$ cat src/rtl/reflet_timer.sv
// reflet_timer: memory-mapped down-counting timer with prescaler and irq.
// Optional capture input and CAPTURE register under REFLET_TIMER_CAPTURE_EN.
module reflet_timer #(
  parameter int unsigned         wordsize  = 16,
  parameter logic [wordsize-1:0] base_addr = 16'hFF00
) (
  input  logic                clk,
  input  logic                reset,
  input  logic                enable,
  input  logic [wordsize-1:0] addr,
  input  logic [wordsize-1:0] data_in,
  input  logic                write_en,
  output logic [wordsize-1:0] data_out,
  output logic                irq,
  input  logic                capture_in
);

  localparam int unsigned BYTES = wordsize / 8;
  localparam int unsigned SHIFT = $clog2(BYTES);
  localparam logic [wordsize-1:0] SPAN  = wordsize'(8 * BYTES);
  localparam logic [wordsize-1:0] ALIGN = wordsize'(BYTES - 1);
  localparam logic [wordsize-1:0] ONE   = wordsize'(1);

  logic [wordsize-1:0] off;
  logic [2:0]          idx;
  logic                sel;

  // offset wraps below base_addr, so one unsigned compare covers both bounds
  assign off = addr - base_addr;
  assign sel = (off < SPAN) && ((off & ALIGN) == '0);
  assign idx = 3'(off >> SHIFT);

  logic                run;
  logic                auto_reload;
  logic                irq_en;
  logic                expired;
  logic [wordsize-1:0] period;
  logic [wordsize-1:0] count;
  logic [wordsize-1:0] prescale;
  logic [wordsize-1:0] pcnt;
  logic [wordsize-1:0] cap_val;
  logic                cap_flag;

  logic wr;
  logic wr_ctrl;
  logic wr_period;
  logic wr_count;
  logic wr_status;
  logic wr_pre;

  assign wr        = enable && write_en && sel;
  assign wr_ctrl   = wr && (idx == 3'd0);
  assign wr_period = wr && (idx == 3'd1);
  assign wr_count  = wr && (idx == 3'd2);
  assign wr_status = wr && (idx == 3'd3);
  assign wr_pre    = wr && (idx == 3'd4);

  logic tick;
  logic expire;

  assign tick   = run && (pcnt == prescale);
  assign expire = tick && (count == '0);

  always_ff @(posedge clk) begin
    if (!reset) begin
      run         <= 1'b0;
      auto_reload <= 1'b0;
      irq_en      <= 1'b0;
      expired     <= 1'b0;
      period      <= '0;
      count       <= '0;
      prescale    <= '0;
      pcnt        <= '0;
    end else if (enable) begin
      if (wr_ctrl) begin
        run         <= data_in[0];
        auto_reload <= data_in[1];
        irq_en      <= data_in[2];
      end else if (expire && !auto_reload) begin
        run <= 1'b0;
      end

      if (wr_period)
        period <= data_in;

      if (wr_count)
        count <= data_in;
      else if (tick) begin
        if (count != '0)
          count <= count - ONE;
        else if (auto_reload)
          count <= period;
      end

      if (expire)
        expired <= 1'b1;
      else if (wr_status && data_in[0])
        expired <= 1'b0;

      if (wr_pre)
        prescale <= data_in;

      // stopping through CTRL clears the prescaler right away
      if ((wr_ctrl && !data_in[0]) || !run || tick)
        pcnt <= '0;
      else
        pcnt <= pcnt + ONE;
    end
  end

`ifdef REFLET_TIMER_CAPTURE_EN
  logic [2:0] sync;
  logic       cap_edge;

  assign cap_edge = sync[1] && !sync[2];

  always_ff @(posedge clk) begin
    if (!reset)
      sync <= 3'b000;
    else
      sync <= {sync[1:0], capture_in};
  end

  always_ff @(posedge clk) begin
    if (!reset) begin
      cap_val  <= '0;
      cap_flag <= 1'b0;
    end else if (enable) begin
      if (cap_edge)
        cap_val <= count;
      if (cap_edge)
        cap_flag <= 1'b1;
      else if (wr_status && data_in[1])
        cap_flag <= 1'b0;
    end
  end
`else
  logic unused_capture;

  assign unused_capture = capture_in;
  assign cap_val        = '0;
  assign cap_flag       = 1'b0;
`endif

  logic [wordsize-1:0] rdata;

  always_comb begin
    rdata = '0;
    unique case (idx)
      3'd0:    rdata[2:0] = {irq_en, auto_reload, run};
      3'd1:    rdata = period;
      3'd2:    rdata = count;
      3'd3:    rdata[1:0] = {cap_flag, expired};
      3'd4:    rdata = prescale;
      3'd5:    rdata = cap_val;
      default: rdata = '0;
    endcase
  end

  always_ff @(posedge clk) begin
    if (!reset)
      data_out <= '0;
    else if (enable)
      data_out <= (sel && !write_en) ? rdata : '0;
  end

  assign irq = expired && irq_en;

endmodule

$ cat config.mk
export PLATFORM = sky130hd
export DESIGN_NAME = reflet_timer
export DESIGN_NICKNAME = d
export VERILOG_FILES = /design/src/rtl/reflet_timer.sv
export SDC_FILE = /design/constraint.sdc
export NUM_CORES = 1
export LEC_CHECK = 0
export CORE_UTILIZATION = 55
export DETAILED_ROUTE_END_ITERATION = 8
export PLACE_DENSITY = 0.79
export SYNTH_ARGS = -nofsm -noshare
export SYNTH_HDL_FRONTEND = slang
export SYNTH_SLANG_ARGS = --single-unit
$ cat constraint.sdc
create_clock -name clk -period 4.15 [get_ports clk]
set_input_delay 0.83 -clock clk [delete_from_list [all_inputs] [get_ports clk]]
set_output_delay 0.83 -clock clk [all_outputs]
set_load 0.02 [all_outputs]
Yosys cells after proc, flatten, opt, wreduce, memory -nomap -nowiden
Cells that the tools add are included.
- add/sub/neg operators: 3
- order comparisons: 1
- equality and inequality tests: 5
- muxes and demuxes: 13
- reduce and logical (&&, ||, !) cells: 35
- operator list (operator ; number):
    16-bit two-way mux ; 6
    13-bit case mux with 3 select lines ; 1
    16-bit logical NOT ; 2
    16-bit by 1-bit adder with 16-bit output, second input constant ; 1
    16-bit equality test ; 1
    16-bit by 5-bit less-than comparator with 1-bit output, second input constant ; 1
    16-bit nonzero test ; 1
    16-bit by 1-bit subtractor with 16-bit output, second input constant ; 1
    16-bit subtractor, second input constant ; 1
    1-bit logical AND ; 15
    2-bit case mux with 5 select lines ; 1
    2-bit AND reduction ; 5
    3-bit by 2-bit equality test with 1-bit output, second input constant ; 2
    2-bit nonzero test ; 3
    1-bit logical NOT ; 4
    1-bit two-way mux ; 4
    1-bit case mux with 4 select lines ; 1
    3-bit by 1-bit equality test with 1-bit output, second input constant ; 1
    3-bit equality test, second input constant ; 1
    3-bit logical NOT ; 1
    3-bit AND reduction ; 1
    3-bit nonzero test ; 1
    1-bit logical OR ; 2
- register bits after elaboration: 84
- input bits: 37
- output and inout port bits: 17
- word-level logic and storage cells: 66

Depth between registers and ports, before layout
- word-level depth: 9
- gate-level depth with buffers: 9
- depth with buffers taken out: 8

Least setup slack after synthesis
No wires, ideal clock.
- path kind: input to register
- start point: input addr[6]
- end point: register prescale[10]
- library setup time: 0.116 ns
- arrival: 2.673 ns
- data required time: 4.034 ns
- slack: 1.361 ns
- stages: 7
- path buffers: 2
- path through: or4_4 -> or4_4 -> or3_1 -> buf_6 -> buf_6 -> nand2_1 -> a21boi_1
- word-level cells in the longest chain between the ends: 6
- ends and longest elaborated chain (item ; RTL line ; text):
    start, declared ; 10 ; input logic [wordsize-1:0] addr,
    16-bit subtractor ; 29 ; assign off = addr - base_addr;
    16-bit by 5-bit less-than comparator with 1-bit output ; 30 ; assign sel = (off < SPAN) && ((off & ALIGN) == '0);
    1-bit logical AND ; 30 ;
    1-bit logical AND ; 51 ; assign wr = enable && write_en && sel;
    1-bit logical AND ; 56 ; assign wr_pre = wr && (idx == 3'd4);
    2-bit AND reduction (no source line) ; n/a ;
    end signal, assigned ; 101 ; prescale <= data_in;
    end, declared ; 39 ; logic [wordsize-1:0] prescale;
No other way between the ends.
A chain may end at the register's enable or synchronous reset.

Worst setup path in the final report
- start point: input addr[2]
- end point: register period[7]
- word-level cells in the longest chain between the ends: 6
- ends and longest elaborated chain (item ; RTL line ; text):
    16-bit subtractor * ; 29 ;
    16-bit by 5-bit less-than comparator with 1-bit output ; 30 ;
    1-bit logical AND ; 30 ;
    1-bit logical AND ; 51 ;
    1-bit logical AND * ; 53 ; assign wr_period = wr && (idx == 3'd1);
    2-bit AND reduction (no source line) * ; n/a ;
    end signal, assigned ; 84 ; period <= data_in;
    end, declared ; 37 ; logic [wordsize-1:0] period;
Mark *: on every way between the ends. The rest lies on a longest branch, timed or not.

==> flow_summary.yaml <==
layout:
  post_route_cells_drive_above_1_share: 0.0840
  postLayoutCoreUtil: 0.679
  layout.nets: 630
  nFillCells: 634
  insertedDiodeCount: 0
  area_delta_synth_final_pct: 16.4
synth:
  syn_area_per_cell_um2: 8.35
  mappedNetlistNets: 591
  number_of_unique_standard_cell_types_used_by_synthesis: 52
  synthFlopType: "dfxtp_1"
  yosysWarningCount: 0
  synth_edf_count: 0
  synth-async-reset-ratio: 0
  synth.largest_area_cell: "dfxtp_1"
  synth.top_cells.by_area: "dfxtp_1 37%, nand2_1 6.6%, xnor2_1 5.3%, mux2i_1 4.8%, a21boi_0 3.4%"
  synth_top_area_share: 0.366
  ys_seq_elements: 84
  register_area_share_after_synthesis: 0.366
  synthesis.instances: 551
  netlist_area_mm2: 0.00460
timing:
  period_minus_slack_ps: 3330
  report.final.setup_viol: 0
  final.setup.worst_slack_ps: 816
  rsz0062_at_grt: "no"
  min_period_over_period: 0.803
  maxSlewHeadroom: 0.326
  hold_viol_final: 0
  holdWs_ps: 475
  max_slew.worst_pin.slew_ps: 1010
  drv_slew: 0
  fmax_mhz: 300
  fin_skew_ps: 15.4
  setup_total_negative_slack_ps: 0
clock_network:
  cts_hold_repair.buffers: 0
  worst_skew_pair.late_latency_ps: 350
  cts_root_buffer: "clkbuf_8"
  cts_buffer_depth: 2
  post_cts_repair_resize_count: 0
  numClockSinks: 84
  worst_setup_hold_path_clk_slew_ps: 90
  cts_post_setup_buffers_inserted: 0
  tritoncts_clock_tree: "yes"
  htreeDepth: 3
  cts_buffers: 9
routing:
  drt-total-wl_um: 12500
  met1_length_um: 5330
  via_count: 4212
  number_of_nets_with_antenna_violations_after_routing: 0
  detail_route.drc_violations: 0
  detail_route.first_pass.iterations: 5
  detail_route.iter0.violations: 408
  topRoutingLayerUsed: "met4"
  avgViaCountPerCell: 6.04
  met2_length_um: 6120
  met3_wirelength_um: 920
  drt-wirelength-per-cell_um: 17.9
power:
  power-per-cell-area_mw_per_mm2: 278
  cellLeakagePower_nw: 1.82
  max-vdd-ir-drop_mv: 0.203
floorplan:
  ios: 54
  design.die.area_mm2: 0.00873
  initial_utilization: 0.583
  rows: 32
  die-height_um: 93.4
  design.core.area_mm2: 0.00789
  chipWidth_um: 93.4
hold_path:
  hold_depth: 2
  hold_path_origin: "period[2]"
  whs_endpoint: "period[2]"
  min-delay-path-class: "flip-flop to flip-flop"
setup_path:
  r2r-end: "count[12]"
  cp_data_arrival_time_ps: 3570
  regToRegSetupSlack_ps: 1360
  crit_required_ps: 4390
  regToRegStartpoint: "pcnt[2]"
  worst_path_largest_cell_delay_ps: 750
  critical_path.slowest_cell: "nor2_1"
  critPathKind: "primary input to flip-flop"
  worst_r2r_path_depth: 7
  type_of_destination_of_the_critical_path: "flip-flop"
  crit_path_cell_trace: "clkdlybuf4s50_1 > or2_2 > nor2_1 > nand2b_1 > nand2_1 > a21boi_0"
  worst-path-max-fanout: 16
  critical_path.startpoint_type: "primary input"
placement:
  place.gp.congestion: 0.900
  post_detailed_placement_half_perimeter_wirelength_um: 8680
  portBuffers: 52
  dpl_worst_slack_ps: 589
grt:
  grt-ovfl-total: 0
  track_usage: 0.299
  antenna_found_initial: 0
  grt_first_pass_wirelength_um: 20200
  maximum_number_of_pins_on_one_net_before_global_route_repair: 44
  first_global_vias: 4086
run_status:
  status: "completed"
run:
  maxCapViolCount: 0
==> power breakdown <==
part | internal [W] | switching (W) | leakage (nW)
Combinational | 0.0000426 | 0.0000517 | 1.05
Sequential | 0.000805 | 0.00000000376 | 0.676
Clock | 0.000297 | 0.000292 | 0.0938
==> state kept, by name, indices dropped and copies added, names as in the netlist <==
register     flops
auto_reload      1
irq_en           1
count           16
expired          1
pcnt            16
run              1
prescale        16
period          16
data_out        16
==> cell usage in the layout (no fill, tap or decap), drive strengths merged, types with 18 or more instances in the layout <==
| master | count |
|---|---|
| nand2 | 81 |
| dfxtp | 84 |
| o21ai | 25 |
| and2 | 18 |
| clkdlybuf4s50 | 51 |
| mux2i | 22 |
| nor2 | 43 |
| xnor2 | 28 |
| a21boi | 33 |
| a21oi | 31 |
==> critical path: cells and delay by family <==
family                 cells  cell delay, ps
AOI/OAI and AO/OA          1             100
and+or+nand+nor            4            2080
buffers and inverters      1             560
==> layer usage <==
| layer | vias up | track usage |
|---|---|---|
| li1 | 2023 | - |
| met1 | 2002 | 0.389 |
| met2 | 172 | 0.517 |
| met3 | 15 | 0.0455 |
| met4 | 0 | 0.0769 |
| met5 | - | 0 |
==> stage by stage <==
stage	total power, W	cells	area [um^2]
after floorplan	0.000861	551	4600
after global placement	0.000915	681	5160
after detailed placement	0.000917	681	5160
after CTS	0.00149	697	5360
after global routing	0.00153	697	5360
final	0.00149	697	5360
==> synth_stat cells, drive strengths merged (3+ instances only) <==
master    n
a21boi   33
mux2     13
nand2b    5
buf      11
nand4    15
nor4      7
and3      3
and2     18
nand2    81
inv       8
nor2     43
a22oi    13
or4       3
a21oi    31
or3       3
nand3    14
dfxtp    84
xnor2    28
o2bb2ai  14
nor2b     7
ha        3
nor3      9
nand4b    3
o21ai    25
mux2i    22
clkbuf   24
xor2     12
==> worst max-delay path by stage <==
stage             from      endpoint  slack (ps)  cells after the start
2_1_floorplan  addr[6]  prescale[10]        1360                      7
3_3_place_gp   addr[2]     period[8]         700                      6
3_5_place_dp   addr[2]     period[4]         590                      6
4_1_cts        addr[2]     period[9]         960                      6
5_1_grt         enable      count[0]         750                      7
6_report       addr[2]     period[7]         820                      6
==> area by class of cell <==
type	instances	area, um^2	area share
multi-input combinational	424	2720	0.508
timing repair buffer	63	598	0.112
clock inverter	3	46.3	0.00864
tap	102	128	0.0238
sequential	84	1680	0.314
clock buffer	13	149	0.0278
inverter	8	30.0	0.00561
==> cells by family (layout without fill, tap and decap cells) <==
logic type | after synthesis | after routing | share of synthesized area
compound gates | 126 | 126 | 0.187
simple gates | 219 | 219 | 0.235
flops | 84 | 84 | 0.366
mux | 36 | 36 | 0.0846
buf+inv | 43 | 87 | 0.0435
xor+xnor | 40 | 40 | 0.0762
fa+ha+maj | 3 | 3 | 0.00816
No activity file was read; power rests on OpenSTA's default activity.
